## src/rtl/video_write_queue_if.sv

```systemverilog
// CPU-side iomem bus and the replayed video-port write bus of the video write queue.
interface video_write_queue_if;
  logic        cpu_valid;
  logic        cpu_ready;
  logic [31:0] cpu_addr;
  logic [31:0] cpu_wdata;
  logic [3:0]  cpu_wstrb;
  logic [31:0] cpu_rdata;
  logic        iomem_valid;
  logic [31:0] iomem_addr;
  logic [31:0] iomem_wdata;
  logic [3:0]  iomem_wstrb;

  modport slave (
    input  cpu_valid, cpu_addr, cpu_wdata, cpu_wstrb,
    output cpu_ready, cpu_rdata,
    output iomem_valid, iomem_addr, iomem_wdata, iomem_wstrb
  );

  modport master (
    output cpu_valid, cpu_addr, cpu_wdata, cpu_wstrb,
    input  cpu_ready, cpu_rdata,
    input  iomem_valid, iomem_addr, iomem_wdata, iomem_wstrb
  );
endinterface

```

## src/rtl/video_write_queue.sv

```systemverilog
// Buffers CPU writes to the video peripheral in a FIFO and replays them one per cycle,
// either immediately or only during vertical sync; slot F holds status/control.
module video_write_queue #(
  parameter int DEPTH = 16,
  parameter int CW    = $clog2(DEPTH) + 1
) (
  input  logic              clk,
  input  logic              resetn,
  input  logic              vga_vsync,
  video_write_queue_if.slave bus
);

  localparam int AW = $clog2(DEPTH);

  typedef struct packed {
    logic [23:0] addr;
    logic [31:0] data;
    logic [3:0]  strb;
  } entry_t;

  entry_t          mem [DEPTH];
  logic [AW-1:0]   wr_ptr;
  logic [AW-1:0]   rd_ptr;
  logic [CW-1:0]   count;
  logic            defer;

  logic            is_ctrl;
  logic            is_write;
  logic            full;
  logic            empty;
  logic            drain_en;
  logic            accept;
  logic            push;
  logic            pop;
  logic            ctrl_wr;
  logic            flush;
  logic [31:0]     status;
  entry_t          new_entry;
  entry_t          head;
  logic            unused_addr_hi;

  assign is_ctrl  = (bus.cpu_addr[23:20] == 4'hF);
  assign is_write = |bus.cpu_wstrb;
  assign full     = (count == CW'(DEPTH));
  assign empty    = (count == '0);
  assign drain_en = !defer || !vga_vsync;

  // Full is judged on the pre-edge count, so a stalled write waits one extra cycle after a pop.
  assign accept  = bus.cpu_valid && !bus.cpu_ready && (is_ctrl || !is_write || !full);
  assign push    = accept && !is_ctrl && is_write;
  assign pop     = !empty && drain_en;
  assign ctrl_wr = accept && is_ctrl && bus.cpu_wstrb[0];
  assign flush   = ctrl_wr && bus.cpu_wdata[1];

  assign status = {16'h0, 8'(count), 4'h0, drain_en, full, empty, defer};

  assign new_entry = '{addr: bus.cpu_addr[23:0], data: bus.cpu_wdata, strb: bus.cpu_wstrb};
  assign head      = mem[rd_ptr];

  assign unused_addr_hi = ^bus.cpu_addr[31:24];

  // NOTE: the entry storage has no reset; count and pointers alone define which entries are live.
  always_ff @(posedge clk) begin
    if (push) mem[wr_ptr] <= new_entry;
  end

  // NOTE: all sequential state uses non-blocking assignments so every register sees pre-edge values.
  always_ff @(posedge clk or negedge resetn) begin
    if (!resetn) begin
      wr_ptr <= '0;
      rd_ptr <= '0;
      count  <= '0;
    end else if (flush) begin
      wr_ptr <= '0;
      rd_ptr <= '0;
      count  <= '0;
    end else begin
      if (push) wr_ptr <= wr_ptr + 1'b1;
      if (pop)  rd_ptr <= rd_ptr + 1'b1;
      case ({push, pop})
        2'b10:   count <= count + 1'b1;
        2'b01:   count <= count - 1'b1;
        default: count <= count;
      endcase
    end
  end

  always_ff @(posedge clk or negedge resetn) begin
    if (!resetn) begin
      defer         <= 1'b0;
      bus.cpu_ready <= 1'b0;
      bus.cpu_rdata <= '0;
    end else begin
      if (ctrl_wr) defer <= bus.cpu_wdata[0];
      bus.cpu_ready <= accept;
      bus.cpu_rdata <= (accept && is_ctrl && !is_write) ? status : 32'h0;
    end
  end

  // A pop on a flush edge is still issued; only the remaining entries are discarded.
  always_ff @(posedge clk or negedge resetn) begin
    if (!resetn) begin
      bus.iomem_valid <= 1'b0;
      bus.iomem_addr  <= '0;
      bus.iomem_wdata <= '0;
      bus.iomem_wstrb <= '0;
    end else begin
      bus.iomem_valid <= pop;
      if (pop) begin
        bus.iomem_addr  <= {8'h0, head.addr};
        bus.iomem_wdata <= head.data;
        bus.iomem_wstrb <= head.strb;
      end
    end
  end

endmodule

```

## src/flat_wrapper.sv

```systemverilog
// flat-port wrapper written by rule: the top's interface ports become plain ports
module video_write_queue_flat 
#(
  parameter int DEPTH = 16,
  parameter int CW    = $clog2(DEPTH) + 1
)
  (clk, resetn, vga_vsync, bus_cpu_valid, bus_cpu_addr, bus_cpu_wdata, bus_cpu_wstrb, bus_cpu_ready, bus_cpu_rdata, bus_iomem_valid, bus_iomem_addr, bus_iomem_wdata, bus_iomem_wstrb);
  video_write_queue_if bus_i ();
  input  logic clk;
  input  logic resetn;
  input  logic vga_vsync;
  input wire logic [$bits(bus_i.cpu_valid)-1:0] bus_cpu_valid;
  input wire logic [$bits(bus_i.cpu_addr)-1:0] bus_cpu_addr;
  input wire logic [$bits(bus_i.cpu_wdata)-1:0] bus_cpu_wdata;
  input wire logic [$bits(bus_i.cpu_wstrb)-1:0] bus_cpu_wstrb;
  output wire logic [$bits(bus_i.cpu_ready)-1:0] bus_cpu_ready;
  output wire logic [$bits(bus_i.cpu_rdata)-1:0] bus_cpu_rdata;
  output wire logic [$bits(bus_i.iomem_valid)-1:0] bus_iomem_valid;
  output wire logic [$bits(bus_i.iomem_addr)-1:0] bus_iomem_addr;
  output wire logic [$bits(bus_i.iomem_wdata)-1:0] bus_iomem_wdata;
  output wire logic [$bits(bus_i.iomem_wstrb)-1:0] bus_iomem_wstrb;
  assign bus_i.cpu_valid = bus_cpu_valid;
  assign bus_i.cpu_addr = bus_cpu_addr;
  assign bus_i.cpu_wdata = bus_cpu_wdata;
  assign bus_i.cpu_wstrb = bus_cpu_wstrb;
  assign bus_cpu_ready = bus_i.cpu_ready;
  assign bus_cpu_rdata = bus_i.cpu_rdata;
  assign bus_iomem_valid = bus_i.iomem_valid;
  assign bus_iomem_addr = bus_i.iomem_addr;
  assign bus_iomem_wdata = bus_i.iomem_wdata;
  assign bus_iomem_wstrb = bus_i.iomem_wstrb;
  video_write_queue #(.DEPTH(DEPTH), .CW(CW)) u_core (.clk(clk), .resetn(resetn), .vga_vsync(vga_vsync), .bus(bus_i));
endmodule
```

## config.mk

```make
export PLATFORM = sky130hd
export DESIGN_NAME = video_write_queue_flat
export DESIGN_NICKNAME = d
export VERILOG_FILES = /design/src/rtl/video_write_queue_if.sv /design/src/rtl/video_write_queue.sv /design/src/flat_wrapper.sv
export SDC_FILE = /design/constraint.sdc
export NUM_CORES = 1
export LEC_CHECK = 0
export CAP_MARGIN = 20
export CELL_PAD_IN_SITES_DETAIL_PLACEMENT = 1
export CELL_PAD_IN_SITES_GLOBAL_PLACEMENT = 2
export CORE_MARGIN = 3
export CORE_UTILIZATION = 48
export CTS_CLUSTER_DIAMETER = 100
export CTS_CLUSTER_SIZE = 40
export DETAILED_ROUTE_END_ITERATION = 8
export GPL_TIMING_DRIVEN = 0
export PLACE_DENSITY = 0.84
export SLEW_MARGIN = 20
export SYNTH_ARGS = -nofsm -noshare
export SYNTH_HDL_FRONTEND = slang
export SYNTH_SLANG_ARGS = --single-unit
```

## constraint.sdc

```tcl
create_clock -name clk -period 9.6 [get_ports clk]
set_input_delay 1.92 -clock clk [delete_from_list [all_inputs] [get_ports clk]]
set_output_delay 1.92 -clock clk [all_outputs]
set_load 0.02 [all_outputs]
```

==> results of run 1 <==
power breakdown:
| part | switching [mW] | total, mW | internal [mW] |
|---|---|---|---|
| clock | 1.28 | 1.91 | 0.631 |
| combinational | 2.34 | 4.14 | 1.80 |
| sequential | 0.221 | 5.61 | 5.39 |
cell type report:
type                    instances  area (µm²)  share of cell area (%)
plain buffers                 139       825.8                   1.842
multi-input cells             729        8188                   18.27
inverters                       8       30.03                 0.06699
well taps                    1060        1326                   2.959
clock inverters                10       101.3                  0.2261
clock buffers                  44       824.5                   1.839
flip-flops and latches       1045       30950                   69.06
repair buffers                270        2569                   5.731
diodes                          2       5.005                 0.01117
metrics by stage:
step           cells  setup TNS (ns)  hold slack [ns]
2_1_floorplan   1921               0           0.4708
4_1_cts         3305               0           0.5767
3_5_place_dp    3251               0           0.5467
3_3_place_gp    3115        -3666.31           0.5325
6_report        3307               0           0.5700
5_1_grt         3307               0           0.6068
metal layers:
| layer | up-vias | GRT usage [%] | wire [µm] |
|---|---|---|---|
| met2 | 921 | 39.74 | 51000 |
| met1 | 10817 | 34.54 | 41900 |
| met4 | 6 | 4.418 | 1819 |
| li1 | 8381 | - | - |
| met5 | - | 0 | 37 |
| met3 | 111 | 2.725 | 7420 |
critical path, delay by kind of cell:
kind / cells / cell delay, ns
buf+inv: 9 / 2.49
simple gates: 2 / 1.00
compound gates: 1 / 0.53
placed cells by master (no fill, tap or decap), types with 7 or more instances in the layout:
master           synthesis  final
clkbuf_16                0     31
buf_6                   10     11
mux2_2                  48     48
mux2i_1                109    109
buf_16                   0     21
o22ai_1                146    146
nor4_2                   0      8
clkbuf_1                39     52
and2_1                  12      8
mux4_2                 188    188
nor2_1                  51     47
ha_1                     8      8
buf_1                    7      7
a21oi_1                 52     52
clkdlybuf4s50_1          0    133
conb_1                   1     31
inv_1                    8      8
edfxtp_1               960    960
dfrtp_1                 85     85
buf_4                   47     76
nand2_1                 10     10
buf_2                   33    119
a31oi_1                 15     15
worst paths after layout:
check	endpoint	slack, ns	cells past startpoint
worst max-delay path	u_core.mem[6][28]	4.01	12
worst min-delay path	u_core.bus.cpu_rdata[0]	0.57	1
worst max register to register	u_core.mem[6][28]	5.80	11
worst min register to register	u_core.bus.cpu_rdata[0]	0.57	1
max in group asynchronous	u_core.bus.iomem_wdata[9]	7.73	2
min in group asynchronous	u_core.bus.iomem_addr[14]	1.13	1
registers in the layout (all words and copies together), names as in the netlist:
name and flops:
u_core.defer 1, u_core.bus.iomem_wdata 32, u_core.count 5, u_core.bus.iomem_valid 1
u_core.mem 960, u_core.bus.iomem_wstrb 4, u_core.bus.iomem_addr 24, u_core.rd_ptr 4
u_core.bus.cpu_rdata 9, u_core.bus.cpu_ready 1, u_core.wr_ptr 4
logic make-up after synthesis:
kind of cell	after synthesis	synth area share, %
flops	1045	77.78
mux	345	14.74
compound gates	224	3.449
buf+inv	147	2.151
simple gates	114	1.462
fa+ha+maj	8	0.2515
xor+xnor	7	0.1541
other cells	1	0.009423
cells in the mapped netlist, drive strengths merged, types with 3 or more instances:
cell type / n
ha: 8
inv: 8
clkbuf: 42
nand3b: 4
a21oi: 52
mux2i: 109
xor2: 6
nand2: 10
nor4: 10
buf: 97
nor2: 51
mux2: 48
edfxtp: 960
nand2b: 4
nand3: 3
or3b: 3
mux4: 188
a31oi: 15
o22ai: 146
dfrtp: 85
and2: 12
o211ai: 4
and3: 5
==> impl_metrics.ini, run 1 <==
[outcome]
status = completed

[placement]
dp_worst_setup_slack_ns = 3.364
placed_area_mm2 = 0.04389
dp_hpwl_mm = 69.23
port_buffers = 134
gp_congestion = 0.7501

[die]
die-area_mm2 = 0.08640
die_w_um = 293.9
core_mm2 = 0.08133
start_util_pct = 48.93
chipHeight_um = 293.9
ios = 174
rows = 104

[timing]
rsz0062_at_grt = false
setup_viol = 0
fmaxAchievable_mhz = 179.0
hold_viol_final = 0
worst_slack_ns = 4.012
relSlewSlack_pct = 29.85
post-route-period-util_pct = 58.21
skew_ns = 0.02413
slew_violations = 0
tightest_slew_ns = 1.052
period_minus_slack_ns = 5.588

[power_and_ir_drop]
cellPowerDensity_mw_per_mm2 = 260.2
leakagePower_nw = 14.78
ir_drop_mv = 0.2176
finalPower_mw = 11.66

[clock_network]
cts_buffers = 31
clk_path_buf_depth = 3
clk-insertion-delay-late_ns = 0.68
cts_tree = yes
cts_hold_buf = 0
postCtsSetupRepairBufs = 0
cts_resized = 0
root_buffer = clkbuf_16
cts.sinks = 1045
h-tree-depth = 1
cts.clk_slew.worst_paths_ns = 0.13

[worst_setup_path]
critPathKind = input port to flip-flop
startpoint = bus_cpu_addr[23]
worstPathRequired_ns = 9.99
critPathMostFrequentCell = buf_2
start_kind = input port
crit_path_top_delay_cell = clkdlybuf4s50_1
cp_max_fo = 17
cp.arrival_ns = 5.98
timing.rr.start = u_core.count[3]
worstSetupEndpointType = flip-flop
path_cells = clkdlybuf4s50_1 > and4_1 > a2111oi_4 > inv_1 > buf_2 > nor4_2 > buf_4 > buf_4 > buf_2 > buf_4 > buf_2 > buf_2
max_stage_delay_ns = 0.75

[synthesis]
yosysTopAreaCellShare_pct = 72.44
yosysUniqueCellTypes = 45
synth_edf_count = 960
ys.flop_type = edfxtp_1
ys_ff_latch = 1045
synth_seq_area_share_pct = 77.78
yosysWarnings = 0
yosys-top-cells-area = edfxtp_1 (72%), mux4_2 (11%), dfrtp_1 (5.3%)
synth_area_leader_cell = edfxtp_1
post_synth.cell_area_avg_um2 = 21.04
syn-cell-area_mm2 = 0.03980
syn_inst = 1891
async_flop_share_pct = 8.134

[routing]
vias_per_cell = 6.119
drtIter0Drc = 2332
drtPass1Iterations = 7
antenna_left = 0
wl_per_cell_um = 30.90
drc = 0
num_vias = 20236
routed_wl_mm = 102.2

[global_route]
antenna_found_initial = 5
grt_pass1_wl_mm = 149.8
grt_start_max_net_pins = 56
track_usage_pct = 23.76
overflow = 0
first_global_vias = 21408

[cells_and_area]
area_growth_pct = 12.64
fill_cells = 7051
design_area_mm2 = 0.04482
nets = 2304
layout-drive-gt1-share_pct = 23.61
utilization_pct = 55.12

[min_path]
hold_class = flip-flop to flip-flop
hp-start = u_core.defer

[job]
drv_cap = 0
(Power assumes the default switching activity.)
==> inputs of run 2 (changes only) <==
Clock period 9.6 ns to 5.4 ns, I/O delays scaled along.
==> run 2 against run 1 <==
- via count up 0.55%
- largest cell class unchanged
- register-to-register slack worse by 4.4 ns
- non-clock buffer count down 47
- highest routed layer unchanged
- hold slack worse by 0.24 ns
- cell area up 0.67%
- core utilization up 0.37 points
- global-route usage up 0.18 points
- setup slack worse by 3.5 ns
- critical path depth up 1
==> impl_metrics.ini, run 2 (synthesis gave the netlist of run 1 again) <==
[worst_setup_path]
start_kind = input port
cp_max_fo = 20
rrSetupSlack_ns = 1.43
path_cells = clkdlybuf4s50_1 > nor4_1 > a2111oi_4 > inv_1 > buf_2 > ha_1 > clkbuf_1 > xor2_1 > ha_1 > a21oi_1 > a32oi_1 > a31oi_1 > mux2i_1
max_stage_delay_ns = 0.93
critPathKind = input port to flip-flop
worstSetupEndpointType = flip-flop
critPathMostFrequentCell = ha_1
crit_path_top_delay_cell = nor4_1
reg2regPathDepth = 13
worstPathRequired_ns = 5.95
cp.arrival_ns = 5.46

[die]
die_w_um = 293.9
start_util_pct = 48.93
rows = 104
ios = 174
die-area_mm2 = 0.08640
chipHeight_um = 293.9
core_mm2 = 0.08133

[cells_and_area]
area_growth_pct = 13.39
top_regs = u_core.mem x960, u_core.bus.iomem_wdata x32, u_core.bus.iomem_addr x24
utilization_pct = 55.49
final_common_cell = edfxtp_1
top_register = u_core.mem
layout-drive-gt1-share_pct = 22.26
fill_cells = 7022
final_cell_mix = edfxtp_1 (960), mux4_2 (188), o22ai_1 (146), clkdlybuf4s50_1 (133), mux2i_1 (109)
final_cell_count_no_fill = 3271
largest_reg_flops = 960
nets = 2260

[timing]
relSlewSlack_pct = 28.83
tightest_slew_ns = 1.068
slew_violations = 0
fmaxAchievable_mhz = 203.7
rsz0062_at_grt = false
worst_slack_ns = 0.4896
skew_ns = 0.03120
post-route-period-util_pct = 90.93
period_minus_slack_ns = 4.910
hold_viol_final = 0
setup_viol = 0

[routing]
wl_per_cell_um = 31.45
drc = 0
num_vias = 20348
antenna_left = 0
vias_per_cell = 6.221
routed_wl_mm = 102.9
drtIter0Drc = 2437
drtPass1Iterations = 5

[clock_network]
clk-insertion-delay-late_ns = 0.62
postCtsSetupRepairBufs = 0
cts_tree = yes
root_buffer = clkbuf_16
cts_resized = 0
cts.clk_slew.worst_paths_ns = 0.14
cts.sinks = 1045
h-tree-depth = 2
cts_hold_buf = 0
cts_buffers = 34
clk_path_buf_depth = 3

[global_route]
grt_start_max_net_pins = 60
overflow = 0
antenna_found_initial = 7
first_global_vias = 21616
grt_pass1_wl_mm = 149.7
track_usage_pct = 23.94

[job]
drv_cap = 0

[placement]
port_buffers = 134
dp_cells = 3204
dp_worst_setup_slack_ns = -0.08295
gp_congestion = 0.7481
dp_hpwl_mm = 69.24

[power_and_ir_drop]
leakagePower_nw = 14.65
ir_drop_mv = 0.2966
cellPowerDensity_mw_per_mm2 = 467.0

[outcome]
status = completed

[min_path]
hold_class = input port to asynchronous set/reset pin
[run 2: cell count changes in the layout (fill, tap and decap cells not counted), moves of 3 or more]
cell	before	now
buf_2	119	33
nor4_4	0	8
clkbuf_16	31	37
buf_4	76	67
buf_8	0	3
inv_6	5	2
buf_12	0	6
diode_2	2	5
nor4_2	8	0
buf_6	11	54
inv_8	0	3
buf_16	21	17
[run 2: cell type report]
cell class | count | area [µm²] | area share, %
sequential | 1045 | 30950 | 68.60
multi-input combinational | 729 | 8258 | 18.30
timing repair buffer | 223 | 2610 | 5.784
tap | 1060 | 1326 | 2.939
clock buffer | 49 | 970.9 | 2.152
buffer | 139 | 825.8 | 1.830
clock inverter | 13 | 137.6 | 0.3050
inverter | 8 | 30.03 | 0.06654
antenna | 5 | 12.51 | 0.02773
[run 2: power by group]
| part | internal, mW | switching, mW |
|---|---|---|
| Sequential | 9.58 | 0.395 |
| Combinational | 3.22 | 4.20 |
| Clock | 1.34 | 2.34 |
[run 2: critical path: cells and delay by family]
kind                       cells  cell delay (ns)
xor gates and xnor gates       1             0.14
and+or+nand+nor                1             0.93
buffers and inverters          4             1.81
AOI/OAI and AO/OA              4             0.86
muxes                          1             0.21
adders and majority gates      2             0.44
[run 2: metal layers]
layer / vias up / global-route usage (%) / wire length (µm)
met4: 6 / 6.207 / 2483
met5: - / 0 / 34
met2: 998 / 39.72 / 51140
met3: 141 / 3.955 / 8177
li1: 8280 / - / -
met1: 10923 / 33.49 / 41030
[run 2: final timing paths]
kind                                           start                        end
setup / recovery                    bus_cpu_wstrb[0]            u_core.count[4]
hold / removal                                resetn  u_core.bus.iomem_addr[13]
setup reg to reg                     u_core.count[2]            u_core.count[4]
hold reg to reg            u_core.bus.iomem_addr[10]  u_core.bus.iomem_addr[10]
max in group asynchronous                     resetn   u_core.bus.iomem_addr[2]
min in group clk           u_core.bus.iomem_addr[10]  u_core.bus.iomem_addr[10]
[run 2: metrics by stage]
| step | total power, mW | setup TNS [ns] | area, µm² | hold WS, ns |
|---|---|---|---|---|
| final | 21.08 | 0 | 45130 | 0.3338 |
| after global routing | 21.96 | 0 | 45120 | 0.3202 |
| after CTS | 21.21 | 0 | 45110 | 0.3281 |
| after detailed placement | 17.59 | -0.1489 | 44000 | 0.5566 |
| after global placement | 17.12 | -3857.47 | 42630 | 0.5439 |
| after floorplan | 14.70 | -194.92 | 39960 | 0.4708 |
==> inputs of run 3 (changes only) <==
Settings changed: CELL_PAD_IN_SITES_GLOBAL_PLACEMENT 2 to 1, CORE_UTILIZATION 48 to 53, PLACE_DENSITY 0.84 to 0.81, REMOVE_ABC_BUFFERS from default to 1.
==> run 3 against run 2 <==
- hold slack gained 0.036 ns
- largest cell class unchanged
- clock power shrank 7.9%
- sequential power about the same
- register-to-register slack worse by 0.20 ns
- first-iteration DRC count is 11% lower
- cell count is 5.4% lower
- largest power group unchanged
- cell area is 1.4% lower
==> impl_metrics.ini, run 3 (synthesis gave the netlist of run 1 again) <==
[outcome]
status = completed

[timing]
hold_viol_final = 0
fmaxAchievable_mhz = 197.2
slew_violations = 0
relSlewSlack_pct = 28.80
period_minus_slack_ns = 5.072
skew_ns = 0.02162
post-route-period-util_pct = 93.93
setup_viol = 0
rsz0062_at_grt = false
tightest_slew_ns = 1.059

[global_route]
track_usage_pct = 25.08
busiest_layer = met2
first_global_vias = 21246
use_met1_pct = 33.82
grt_start_max_net_pins = 51
antenna_found_initial = 7
grt_use_met2_pct = 44.52
grt_pass1_wl_mm = 144.6
gr-usage-met3_pct = 2.738
overflow = 0

[clock_network]
cts_buffers = 31
cts.sinks = 1045
clk-insertion-delay-late_ns = 0.66
clk_path_buf_depth = 3
cts.clk_slew.worst_paths_ns = 0.13
cts_hold_buf = 0
root_buffer = clkbuf_16
postCtsSetupRepairBufs = 0
cts_resized = 0
cts_tree = yes
h-tree-depth = 1

[power_and_ir_drop]
finalPower_mw = 20.60
switching_share_pct = 31.90
seqPwrFrac_pct = 49.4
p_int_mw = 14.03
power.share.clock_pct = 16.5
combinationalPowerShare_pct = 34.1
ir_drop_mv = 0.3241
leakagePower_nw = 14.53
p_sw_mw = 6.573
cellPowerDensity_mw_per_mm2 = 463.2

[worst_setup_path]
path_cells = clkdlybuf4s50_1 > nor4_2 > a2111oi_4 > inv_1 > nor4_2 > buf_2 > buf_4 > buf_4 > buf_2 > buf_2 > buf_2
cp_max_fo = 20
crit_path_top_delay_cell = clkdlybuf4s50_1
max_stage_delay_ns = 0.94
rrSetupSlack_ns = 1.23
start_kind = input port
worstPathRequired_ns = 5.77
worstSetupEndpointType = flip-flop
critPathMostFrequentCell = buf_2
cp.arrival_ns = 5.44
critPathKind = input port to flip-flop

[routing]
drtIter0Drc = 2180
drtPass1Iterations = 5
num_vias = 19706
vias_per_cell = 6.369
wl_per_cell_um = 31.53
antenna_left = 0
routed_wl_mm = 97.55
drc = 0

[die]
rows = 99
start_util_pct = 54.00
chipHeight_um = 280.0
die_w_um = 280.0
die-area_mm2 = 0.07841
ios = 174
core_mm2 = 0.07370

[cells_and_area]
fill_cells = 6058
top_regs = u_core.mem x960, u_core.bus.iomem_wdata x32, u_core.bus.iomem_addr x24
largest_reg_flops = 960
design_area_mm2 = 0.04448
layout-drive-gt1-share_pct = 21.81
area_growth_pct = 11.76
final_common_cell = edfxtp_1
top_register = u_core.mem
nets = 2189
final_cell_mix = edfxtp_1 (960), mux4_2 (188), o22ai_1 (146), clkdlybuf4s50_1 (133), mux2i_1 (109)

[min_path]
hold_class = input port to asynchronous set/reset pin

[placement]
dp_hpwl_mm = 63.97
placed_area_mm2 = 0.04353
gp_congestion = 0.6934
port_buffers = 134

[job]
drv_cap = 0
-- run 3: worst paths after layout --
kind / cells after the start / startpoint / to
worst min register to register: 2 / u_core.bus.iomem_addr[6] / u_core.bus.iomem_addr[6]
min in group clk: 2 / u_core.bus.iomem_addr[6] / u_core.bus.iomem_addr[6]
worst max-delay path: 11 / bus_cpu_wstrb[0] / u_core.mem[5][17]
max in group asynchronous: 2 / resetn / u_core.bus.iomem_addr[0]
worst max register to register: 10 / u_core.count[1] / u_core.mem[5][17]
worst min-delay path: 1 / resetn / u_core.bus.iomem_wdata[29]
-- run 3: final cells by class --
class                      count  area [µm²]  area share, %
antenna                        3       7.507        0.01688
clock buffer                  48       849.6          1.910
clock inverter                 8       91.34         0.2054
inverter                       8       30.03        0.06752
multi-input combinational    729        8220          18.48
sequential                  1045       30970          69.62
tap                          959        1200          2.698
timing repair buffer         294        3112          6.996
-- run 3: power groups by stage --
stage | combinational, mW | sequential [mW] | clock [mW]
after global placement | 5.24 | 10.9 | 0
after detailed placement | 7.01 | 10.4 | 0
final | 7.02 | 10.2 | 3.40
after floorplan | 3.76 | 10.8 | 0
after global routing | 7.46 | 10.2 | 3.71
after CTS | 7.07 | 10.2 | 3.43
-- run 3: worst max-delay path: cells and delay by family --
kind	cells	cell delay (ns)
AOI/OAI and AO/OA	1	0.55
buffers and inverters	8	2.71
and+or+nand+nor	2	1.06
-- run 3: metal layers --
layer | routed length (µm) | vias up | share of wire, %
met4 | 2030 | 8 | 2.1
met2 | 51770 | 783 | 53
met5 | 58 | - | 0.059
met3 | 5098 | 146 | 5.2
met1 | 38600 | 10624 | 40
li1 | - | 8145 | -
-- run 3: stage by stage --
step | setup TNS, ns | std cells | util, % | hold WS, ns | worst slack [ns]
floorplan | -1789.19 | 1782 | - | 0.4708 | -6.398
global placement | -7613.76 | 2875 | 56.48 | 0.5372 | -12.00
detailed placement | -5.422 | 3035 | 59.06 | 0.5455 | -0.3113
CTS | 0 | 3091 | 60.34 | 0.3899 | 0.3985
global route | 0 | 3092 | 60.34 | 0.3731 | 0.08833
finish | 0 | 3094 | 60.35 | 0.3695 | 0.3279
